**src/rtl/sram_pkg.sv**
```systemverilog
// rtl/sram_pkg.sv - shared SRAM widths and write-FSM state encoding
package sram_pkg;

    localparam int SRAM_ADDR_W = 20;
    localparam int SRAM_DATA_W = 16;

    typedef enum logic [2:0] {
        IDLE,
        WAIT_DATA,
        SETUP,
        WRITE,
        HOLD,
        VERIFY,
        FINISH
    } sram_wr_state_t;

    // Width needed for a down-counter loaded with values up to max_val.
    function automatic int sram_cnt_width(input int max_val);
        return (max_val < 2) ? 1 : $clog2(max_val + 1);
    endfunction

endpackage

```
**src/rtl/sram_pulse_counter.sv**
```systemverilog
// rtl/sram_pulse_counter.sv - loadable down-counter timing the WE and verify windows
module sram_pulse_counter #(
    parameter int CNT_W = 2
) (
    input  logic             i_clk,
    input  logic             i_rst,
    input  logic             i_load,
    input  logic [CNT_W-1:0] i_load_val,
    input  logic             i_dec,
    output logic             o_zero
);

    logic [CNT_W-1:0] r_cnt;

    always_ff @(posedge i_clk or posedge i_rst) begin
        if (i_rst) begin
            r_cnt <= '0;
        end else if (i_load) begin
            r_cnt <= i_load_val;
        end else if (i_dec && (r_cnt != '0)) begin
            r_cnt <= r_cnt - {{(CNT_W-1){1'b0}}, 1'b1};
        end
    end

    assign o_zero = (r_cnt == '0);

endmodule

```
**src/rtl/sram_writing_fsm.sv**
```systemverilog
// rtl/sram_writing_fsm.sv - streams samples into async SRAM; optional read-back check under SRAM_WRITE_VERIFY_EN
module sram_writing_fsm
    import sram_pkg::*;
#(
    parameter int                ADDR_W    = SRAM_ADDR_W,
    parameter int                DATA_W    = SRAM_DATA_W,
    parameter logic [ADDR_W-1:0] BASE_ADDR = '0,
    parameter int                NUM_WORDS = 1024,
    parameter int                WE_CYCLES = 2
) (
    input  logic              Clk,
    input  logic              reset,
    input  logic              start,
    input  logic              sample_valid,
    input  logic [DATA_W-1:0] sample_data,
    output logic              sample_ready,
    output logic [ADDR_W-1:0] SRAM_ADDR,
    output logic [DATA_W-1:0] SRAM_DQ_OUT,
    output logic              SRAM_DQ_OE,
    input  logic [DATA_W-1:0] SRAM_DQ_IN,
    output logic              SRAM_CE_N,
    output logic              SRAM_OE_N,
    output logic              SRAM_WE_N,
    output logic              SRAM_UB_N,
    output logic              SRAM_LB_N,
    output logic              busy,
    output logic              done,
    output logic [ADDR_W-1:0] word_count,
    output logic              verify_err
);

    localparam int                CNT_W     = sram_cnt_width(WE_CYCLES);
    localparam logic [CNT_W-1:0]  WE_LOAD   = CNT_W'(WE_CYCLES - 1);
    localparam logic [ADDR_W:0]   LAST_WORD = (ADDR_W+1)'(NUM_WORDS);
    localparam logic [ADDR_W-1:0] ONE_A     = {{(ADDR_W-1){1'b0}}, 1'b1};
`ifdef SRAM_WRITE_VERIFY_EN
    localparam logic [CNT_W-1:0]  VFY_LOAD  = {{(CNT_W-1){1'b0}}, 1'b1};
`endif

    sram_wr_state_t r_state;
    sram_wr_state_t w_next;

    logic [ADDR_W-1:0] r_addr;
    logic [ADDR_W-1:0] r_word_count;
    logic [DATA_W-1:0] r_data;
    logic              r_ce_n, r_oe_n, r_we_n, r_bl_n, r_dq_oe;
    logic              r_ready, r_busy, r_done;

    logic w_ce_n, w_oe_n, w_we_n, w_bl_n, w_dq_oe;
    logic w_ready, w_busy, w_done;
    logic w_handshake, w_advance, w_last_word, w_verify_cmp;
    logic w_cnt_load, w_cnt_dec, w_cnt_zero;
    logic [CNT_W-1:0] w_cnt_val;

    sram_pulse_counter #(
        .CNT_W (CNT_W)
    ) u_pulse_counter (
        .i_clk      (Clk),
        .i_rst      (reset),
        .i_load     (w_cnt_load),
        .i_load_val (w_cnt_val),
        .i_dec      (w_cnt_dec),
        .o_zero     (w_cnt_zero)
    );

    assign w_handshake = r_ready && sample_valid;
    assign w_last_word = (({1'b0, r_word_count} + {{ADDR_W{1'b0}}, 1'b1}) == LAST_WORD);

    always_ff @(posedge Clk or posedge reset) begin
        if (reset) begin
            r_state <= IDLE;
        end else begin
            r_state <= w_next;
        end
    end

    always_comb begin
        w_next       = r_state;
        w_advance    = 1'b0;
        w_verify_cmp = 1'b0;
        w_cnt_load   = 1'b0;
        w_cnt_val    = WE_LOAD;
        w_cnt_dec    = 1'b0;
        case (r_state)
            IDLE: begin
                if (start) begin
                    w_next = WAIT_DATA;
                end
            end
            WAIT_DATA: begin
                if (w_handshake) begin
                    w_next = SETUP;
                end
            end
            SETUP: begin
                w_cnt_load = 1'b1;
                w_next     = WRITE;
            end
            WRITE: begin
                w_cnt_dec = 1'b1;
                if (w_cnt_zero) begin
                    w_next = HOLD;
                end
            end
`ifdef SRAM_WRITE_VERIFY_EN
            HOLD: begin
                w_cnt_load = 1'b1;
                w_cnt_val  = VFY_LOAD;
                w_next     = VERIFY;
            end
            VERIFY: begin
                w_cnt_dec = 1'b1;
                if (w_cnt_zero) begin
                    w_verify_cmp = 1'b1;
                    w_advance    = 1'b1;
                    w_next       = w_last_word ? FINISH : WAIT_DATA;
                end
            end
`else
            HOLD: begin
                w_advance = 1'b1;
                w_next    = w_last_word ? FINISH : WAIT_DATA;
            end
`endif
            FINISH: begin
                w_next = IDLE;
            end
            default: begin
                w_next = IDLE;
            end
        endcase
    end

    // Decode from the next state so every SRAM control comes straight off a flop.
    always_comb begin
        w_ce_n  = 1'b1;
        w_oe_n  = 1'b1;
        w_we_n  = 1'b1;
        w_bl_n  = 1'b1;
        w_dq_oe = 1'b0;
        w_ready = 1'b0;
        w_busy  = 1'b1;
        w_done  = 1'b0;
        case (w_next)
            IDLE: begin
                w_busy = 1'b0;
            end
            WAIT_DATA: begin
                w_ce_n  = 1'b0;
                w_ready = 1'b1;
            end
            SETUP, HOLD: begin
                w_ce_n  = 1'b0;
                w_bl_n  = 1'b0;
                w_dq_oe = 1'b1;
            end
            WRITE: begin
                w_ce_n  = 1'b0;
                w_bl_n  = 1'b0;
                w_dq_oe = 1'b1;
                w_we_n  = 1'b0;
            end
            VERIFY: begin
                w_ce_n = 1'b0;
                w_bl_n = 1'b0;
                w_oe_n = 1'b0;
            end
            FINISH: begin
                w_done = 1'b1;
            end
            default: begin
                w_busy = 1'b0;
            end
        endcase
    end

    always_ff @(posedge Clk or posedge reset) begin
        if (reset) begin
            r_ce_n  <= 1'b1;
            r_oe_n  <= 1'b1;
            r_we_n  <= 1'b1;
            r_bl_n  <= 1'b1;
            r_dq_oe <= 1'b0;
            r_ready <= 1'b0;
            r_busy  <= 1'b0;
            r_done  <= 1'b0;
        end else begin
            r_ce_n  <= w_ce_n;
            r_oe_n  <= w_oe_n;
            r_we_n  <= w_we_n;
            r_bl_n  <= w_bl_n;
            r_dq_oe <= w_dq_oe;
            r_ready <= w_ready;
            r_busy  <= w_busy;
            r_done  <= w_done;
        end
    end

    always_ff @(posedge Clk or posedge reset) begin
        if (reset) begin
            r_addr       <= BASE_ADDR;
            r_word_count <= '0;
            r_data       <= '0;
        end else begin
            if ((r_state == IDLE) && start) begin
                r_addr       <= BASE_ADDR;
                r_word_count <= '0;
            end else if (w_advance) begin
                r_addr       <= r_addr + ONE_A;
                r_word_count <= r_word_count + ONE_A;
            end
            if (w_handshake) begin
                r_data <= sample_data;
            end
        end
    end

`ifdef SRAM_WRITE_VERIFY_EN
    logic r_verify_err;

    always_ff @(posedge Clk or posedge reset) begin
        if (reset) begin
            r_verify_err <= 1'b0;
        end else if ((r_state == IDLE) && start) begin
            r_verify_err <= 1'b0;
        end else if (w_verify_cmp && (SRAM_DQ_IN != r_data)) begin
            r_verify_err <= 1'b1;
        end
    end

    assign verify_err = r_verify_err;
`else
    logic w_unused_dq_in;
    assign w_unused_dq_in = ^SRAM_DQ_IN;
    assign verify_err     = 1'b0;
`endif

    assign sample_ready = r_ready;
    assign SRAM_ADDR    = r_addr;
    assign SRAM_DQ_OUT  = r_data;
    assign SRAM_DQ_OE   = r_dq_oe;
    assign SRAM_CE_N    = r_ce_n;
    assign SRAM_OE_N    = r_oe_n;
    assign SRAM_WE_N    = r_we_n;
    assign SRAM_UB_N    = r_bl_n;
    assign SRAM_LB_N    = r_bl_n;
    assign busy         = r_busy;
    assign done         = r_done;
    assign word_count   = r_word_count;

endmodule

```
**config.mk**
```make
export PLATFORM = sky130hd
export DESIGN_NAME = sram_writing_fsm
export DESIGN_NICKNAME = d
export VERILOG_FILES = /design/src/rtl/sram_pkg.sv /design/src/rtl/sram_pulse_counter.sv /design/src/rtl/sram_writing_fsm.sv
export SDC_FILE = /design/constraint.sdc
export NUM_CORES = 1
export LEC_CHECK = 0
export CORE_ASPECT_RATIO = 0.8
export CORE_UTILIZATION = 40
export CTS_CLUSTER_SIZE = 12
export DETAILED_ROUTE_END_ITERATION = 8
export DONT_BUFFER_PORTS = 1
export HOLD_SLACK_MARGIN = 0.12
export SYNTH_ARGS = -nofsm -noshare
export SYNTH_HDL_FRONTEND = slang
export SYNTH_SLANG_ARGS = --single-unit
```
**constraint.sdc**
```tcl
create_clock -name Clk -period 5.2 [get_ports Clk]
set_clock_uncertainty 0.05 [all_clocks]
set_input_delay 0.52 -clock Clk [delete_from_list [all_inputs] [get_ports Clk]]
set_output_delay 0.52 -clock Clk [all_outputs]
set_load 0.01 [all_outputs]
```
# ---- After elaboration in Yosys (flattened, before gate mapping)
# Cells that the tools add are included.
dict set report totals {
  register_bits 69
  out_inout_bits 66
  input_bits 36
}
dict set report classes {
  muxes 22
  n_eq_ne 11
  reduce_logical 12
  addsub 4
}
# op count
set op_table {}
lappend op_table {{20-bit two-way mux} 4}
lappend op_table {{20-bit by 1-bit adder with 20-bit output, second input constant} 2}
lappend op_table {{20-bit by 1-bit adder with 21-bit output, second input constant} 1}
lappend op_table {{21-bit by 11-bit equality test with 1-bit output, second input constant} 1}
lappend op_table {{3-bit case mux with 5 select lines} 1}
lappend op_table {{3-bit by 2-bit equality test with 1-bit output, second input constant} 4}
lappend op_table {{3-bit equality test, second input constant} 4}
lappend op_table {{3-bit two-way mux} 4}
lappend op_table {{1-bit two-way mux} 11}
lappend op_table {{3-bit by 1-bit equality test with 1-bit output, second input constant} 2}
lappend op_table {{2-bit nonzero test} 3}
lappend op_table {{6-bit OR reduction} 1}
lappend op_table {{5-bit OR reduction} 1}
lappend op_table {{2-bit two-way mux} 2}
lappend op_table {{4-bit OR reduction} 1}
lappend op_table {{1-bit logical AND} 3}
lappend op_table {{3-bit logical NOT} 1}
lappend op_table {{3-bit OR reduction} 1}
lappend op_table {{2-bit logical NOT} 1}
lappend op_table {{2-bit by 1-bit subtractor with 2-bit output, second input constant} 1}

# ---- Depth between registers and ports, before layout
dict set report logic_depth {
  word_depth 7
  ltp_mapped 9
  depth_no_buf 9
}

# ---- Modules after synthesis
# Synthesis repeated with hierarchy kept, for this count alone.
dict set report hier_totals {
  cells_unflattened 330
  hier_area_um2 3370.7
}
# module area_per_inst_um2 n_inst seq_area_each_um2 cells_each
set by_module_without_submodules {}
lappend by_module_without_submodules {sram_writing_fsm 3235.6 1 1681.6 317}
lappend by_module_without_submodules {sram_pulse_counter 135.1 1 50.0 13}

# ---- Least setup slack after synthesis
# Ideal clock, no wire load.
dict set report synth_timing {
  path_kind {reg2reg}
  startpoint {register r_word_count[0], in the netlist word_count[0]}
  endpoint {register r_busy, in the netlist busy}
  path_stages_with_launch 9
  path_buffers 0
  arrival_ns 2.504
  setup_slack_ns 2.515
  setup_time_ns 0.131
  cell_sequence {dfrtp_1 -> ha_1 -> nand4_4 -> or3_4 -> xnor2_2 -> o211ai_2 -> a2111oi_4 -> a41oi_2 -> or3_1}
}
dict set report synth_between {
  elab_chain_len 7
  word_cells_on_any_way 12
}
# item line_no
set synth_rtl {}
lappend synth_rtl {{start, declared} sram_writing_fsm.sv:44} ;# logic [ADDR_W-1:0] r_word_count;
lappend synth_rtl {{start signal, assigned} sram_writing_fsm.sv:210} ;# r_word_count <= r_word_count + ONE_A;
lappend synth_rtl {{20-bit by 1-bit adder with 21-bit output (*)} sram_writing_fsm.sv:67} ;# assign w_last_word = (({1'b0, r_word_count} + {{ADDR_W{1'b0}}, 1'b1}) == LAST_WORD);
lappend synth_rtl {{21-bit by 11-bit equality test with 1-bit output (*)} sram_writing_fsm.sv:67}
lappend synth_rtl {{3-bit two-way mux (*)} sram_writing_fsm.sv:122} ;# w_next = w_last_word ? FINISH : WAIT_DATA;
lappend synth_rtl {{3-bit case mux with 5 select lines (*)} sram_writing_fsm.sv:84} ;# case (r_state)
lappend synth_rtl {{net w_next[0]} sram_writing_fsm.sv:41} ;# sram_wr_state_t w_next;
lappend synth_rtl {{3-bit equality test, or another cell as far along} sram_writing_fsm.sv:144} ;# case (w_next)
lappend synth_rtl {{6-bit OR reduction (no source line) (*)} -}
lappend synth_rtl {{1-bit two-way mux (*)} sram_writing_fsm.sv:144}
lappend synth_rtl {{net w_busy} sram_writing_fsm.sv:50} ;# logic w_ready, w_busy, w_done;
lappend synth_rtl {{end signal, assigned} sram_writing_fsm.sv:194} ;# r_busy <= w_busy;
lappend synth_rtl {{end, declared} sram_writing_fsm.sv:47} ;# logic r_ready, r_busy, r_done;
# Mark *: on every way through the listed nets, which the timed path passes. The rest lies on a longest branch.
# A chain may end at the register's enable or synchronous reset.

# ---- Worst setup path in the final report
# Same ends and word-level chain as after synthesis.

==> impl_metrics.csv <==
group,metric,value,unit
run_status,status,"finished clean",
run,timing.max_cap.violations,0,
synthesis,synth_xor_xnor_area_share,2.281,%
floorplanning,core_area,0.008092,mm2
sta,fmax,332.6,MHz
sta,rsz0062_at_grt,"no",
synthesis,yosysWarnings,0,
pwr,power.share.sequential,50.3,%
floorplanning,pin_count,102,
sta,tightest_slew,1.263,ns
drt,via_count,2535,
synthesis,ys_ff_latch,69,
clock_network,clock_latency,0.35,ns
cells_and_area,fin_nets,368,
synthesis,synth_commonest_cells,"dfrtp_1 (65), o21ai_0 (48), nand2_1 (30)",
synthesis,ys.flop_type,"dfrtp_1",
worst_setup_path,crit_path_end_kind,"register",
worst_setup_path,crit_chain,"ha_1 -> nand4_4 -> nor3_4 -> nand3_1 -> or4b_1 -> o31ai_2 -> a41oi_2 -> or3_1",
worst_setup_path,critPathCapture,"busy$_DFF_PP0_",
pwr,pwr-share-comb,16.7,%
worst_setup_path,critPathMaxFanout,9,
sta,setup_slack,2.193,ns
synthesis,synth.most_common_cell,"dfrtp_1",
global_route,grt_pass1_wl,12040,um
pwr,max-vdd-ir-drop,220.8,uV
cells_and_area,utilization,45.80,%
synthesis,synth_edf_count,0,
clock_network,cts-root-buf,"clkbuf_8",
pwr,power.switching,0.4970,mW
clock_network,cts_setup_buffers,0,
drt,drc_errors,0,
sta,finalHoldViolCount,0,
worst_setup_path,critPathArrivalTime,3.18,ns
clock_network,cts-htree-levels,3,
drt,final_antenna_net_count,0,
synthesis,synth-seq-area-share,50.92,%
hold_path,hold_path.class,"primary input to asynchronous set/reset pin",
drt,wl_per_cell,16.63,um
drt,wirelength,7349,um
cells_and_area,syn_to_final_growth,8.977,%
cells_and_area,post_route_cells_drive_above_1_share,16.77,%
synthesis,yosys-mux-area-fraction,5.923,%
sta,final.min_clock_period,3.007,ns
synthesis,synth_compound_area_share,15.67,%
pwr,swShare,31.07,%
global_route,grt_antenna_before_repair,0,
floorplanning,row_count,29,
pwr,power_density,431.6,mW/mm2
synthesis,syn_inst,335,
global_route,grt_max_degree,70,
sta,slew_headroom,15.36,%
worst_setup_path,r2r_slack,2.19,ns
synthesis,synth_top_cell_by_area,"dfrtp_1",
placement,place_worst_setup_slack,2.197,ns
synthesis,yosys-top-cells-area,"dfrtp_1 (48%), o21ai_0 (7.1%), mux2_2 (5.6%)",
sta,tns,0,ns
clock_network,clk_pin_slew,0.08,ns
synthesis,synth_area,0.003401,mm2
clock_network,cts_sinks,69,
clock_network,cts_buffer_depth,2,
sta,setup_viol,0,
global_route,grt_overflow,0,
synthesis,synth_top_area_share,47.83,%
cells_and_area,antennaDiodeCount,0,
drt,drtPass1Iterations,4,
placement,numPortBuffers,0,
pwr,intPower,1.102,mW
pwr,clkPwrFrac,33.0,%
floorplanning,dieWidth,105.1,um
worst_setup_path,r2r_cells,8,
floorplanning,fp.dieH,84.47,um
worst_setup_path,slowest_stage,"or4b_1",
floorplanning,initial_core_util,42.03,%
floorplanning,dieArea,0.008877,mm2
drt,viasPerCell,5.735,
worst_setup_path,rr_startpoint,"word_count[0]$_DFFE_PP0P_",
synthesis,synth_simple_gate_area_share,20.46,%
worst_setup_path,worstSetupPathType,"register to register",
placement,hpwl,4825,um
clock_network,cts_hold_buf,0,
worst_setup_path,startpoint,"word_count[0]$_DFFE_PP0P_",
synthesis,avgSynthCellArea,10.15,um2
drt,drt_iter0_markers,117,
global_route,grt_pass1_vias,2372,
synthesis,ys_async_sr_fraction,100.0,%
pwr,total_leakage_power,1.564,nW
synthesis,synth_top_family_by_area,"simple AND/OR/NAND/NOR gates",
worst_setup_path,max_stage_delay,0.56,ns
clock_network,cts_tree,"built",
worst_setup_path,rr_endpoint,"busy$_DFF_PP0_",
sta,period_share,57.82,%
global_route,track_usage,17.40,%
worst_setup_path,crit_required,5.37,ns
worst_setup_path,cp-start-kind,"register",
synthesis,synthAdderAreaFrac,1.104,%
clock_network,cts_buffers,9,
sta,slew_viol_final,0,
synthesis,syn-num-nets,374,
clock_network,cts_resized,0,
sta,timing.hold.ws,0.2587,ns
placement,routabilityCongestion,0.7701,
synthesis,yosysUniqueCellTypes,53,
cells_and_area,num-fill-cells,774,
-- worst max-delay path: cells and delay by family, from the launching register on --
kind,cells,cell delay [ns]
compound gates,2,0.31
fa+ha+maj,1,0.36
simple gates,5,1.61
flops,1,0.55
-- state kept, by name, summed over array words and instances, names as in the netlist, 2 cells and up --
name and flops:
SRAM_ADDR 20, r_state 3, u_pulse_counter.r_cnt 2, SRAM_DQ_OUT 16, word_count 20
-- cell type report --
cell class / instances / area (um2) / share of cell area [%]
flip-flops and latches: 69 / 1732 / 46.73
well taps: 108 / 135.1 / 3.646
clock inverters: 6 / 112.6 / 3.038
repair buffers: 2 / 15.01 / 0.4051
inverters: 7 / 26.28 / 0.7090
multi-input cells: 240 / 1558 / 42.03
clock buffers: 10 / 127.6 / 3.444
-- stage by stage --
stage | area [um2] | std cells | power, mW
6_report | 3706 | 442 | 1.599
5_1_grt | 3706 | 442 | 1.690
4_1_cts | 3706 | 442 | 1.623
3_5_place_dp | 3466 | 426 | 1.088
3_3_place_gp | 3466 | 426 | 1.079
2_1_floorplan | 3401 | 335 | 1.016
-- worst min-delay path by stage --
| stage | from | endpoint | depth (start not counted) |
|---|---|---|---|
| finish | reset | SRAM_ADDR[18]$_DFFE_PP0P_ | 2 |
| global route | sample_data[9] | SRAM_DQ_OUT[9]$_DFFE_PP0P_ | 1 |
| CTS | sample_data[9] | SRAM_DQ_OUT[9]$_DFFE_PP0P_ | 1 |
| detailed placement | u_pulse_counter.r_cnt[1]$_DFFE_PP0P_ | u_pulse_counter.r_cnt[1]$_DFFE_PP0P_ | 1 |
| global placement | u_pulse_counter.r_cnt[1]$_DFFE_PP0P_ | u_pulse_counter.r_cnt[1]$_DFFE_PP0P_ | 1 |
| floorplan | u_pulse_counter.r_cnt[1]$_DFFE_PP0P_ | u_pulse_counter.r_cnt[1]$_DFFE_PP0P_ | 1 |
-- power groups by stage --
stage	clock network [mW]	registers [mW]	logic (mW)
2_1_floorplan	0	0.767	0.248
3_3_place_gp	0	0.816	0.263
3_5_place_dp	0	0.818	0.270
4_1_cts	0.544	0.808	0.271
5_1_grt	0.567	0.820	0.303
6_report	0.528	0.804	0.267
-- cells by family (layout without fill, tap and decap cells) --
logic type / count (synthesis) / in the layout
muxes: 18 / 18
xor gates and xnor gates: 8 / 8
other: 2 / 2
AOI/OAI and AO/OA: 84 / 84
adders and majority gates: 3 / 3
DFF: 69 / 69
buffers and inverters: 26 / 25
and+or+nand+nor: 125 / 125
-- cell usage in the layout, fill, tap and decap left out, types with 2 or more instances in the layout --
| master | count |
|---|---|
| nand3_1 | 29 |
| nand4_1 | 11 |
| a21oi_1 | 9 |
| and3_1 | 6 |
| dfstp_2 | 4 |
| ha_1 | 3 |
| nor3b_1 | 2 |
| conb_1 | 2 |
| nand2_1 | 30 |
| and4_1 | 2 |
| or3_1 | 5 |
| clkinv_4 | 2 |
| clkbuf_8 | 9 |
| mux2_2 | 17 |
| buf_4 | 2 |
| inv_1 | 6 |
| nor2_1 | 17 |
| a31oi_1 | 4 |
| xor2_1 | 2 |
| bufinv_16 | 3 |
| and3_2 | 2 |
| xnor2_1 | 5 |
| dfrtp_1 | 65 |
| o31ai_1 | 6 |
| a22o_1 | 3 |
| nor3_2 | 2 |
| o211ai_1 | 4 |
| nor3_1 | 6 |
| a211oi_1 | 2 |
| o21ai_0 | 47 |
-- metal layers --
metal	track usage, %	routed length (um)	part of all wire (%)
met1	22.32	3343	45
met2	27.15	3473	47
met3	6.444	457	6.2
met4	6.146	74	1.0
met5	0	0	0
(Power assumes the default switching activity.)
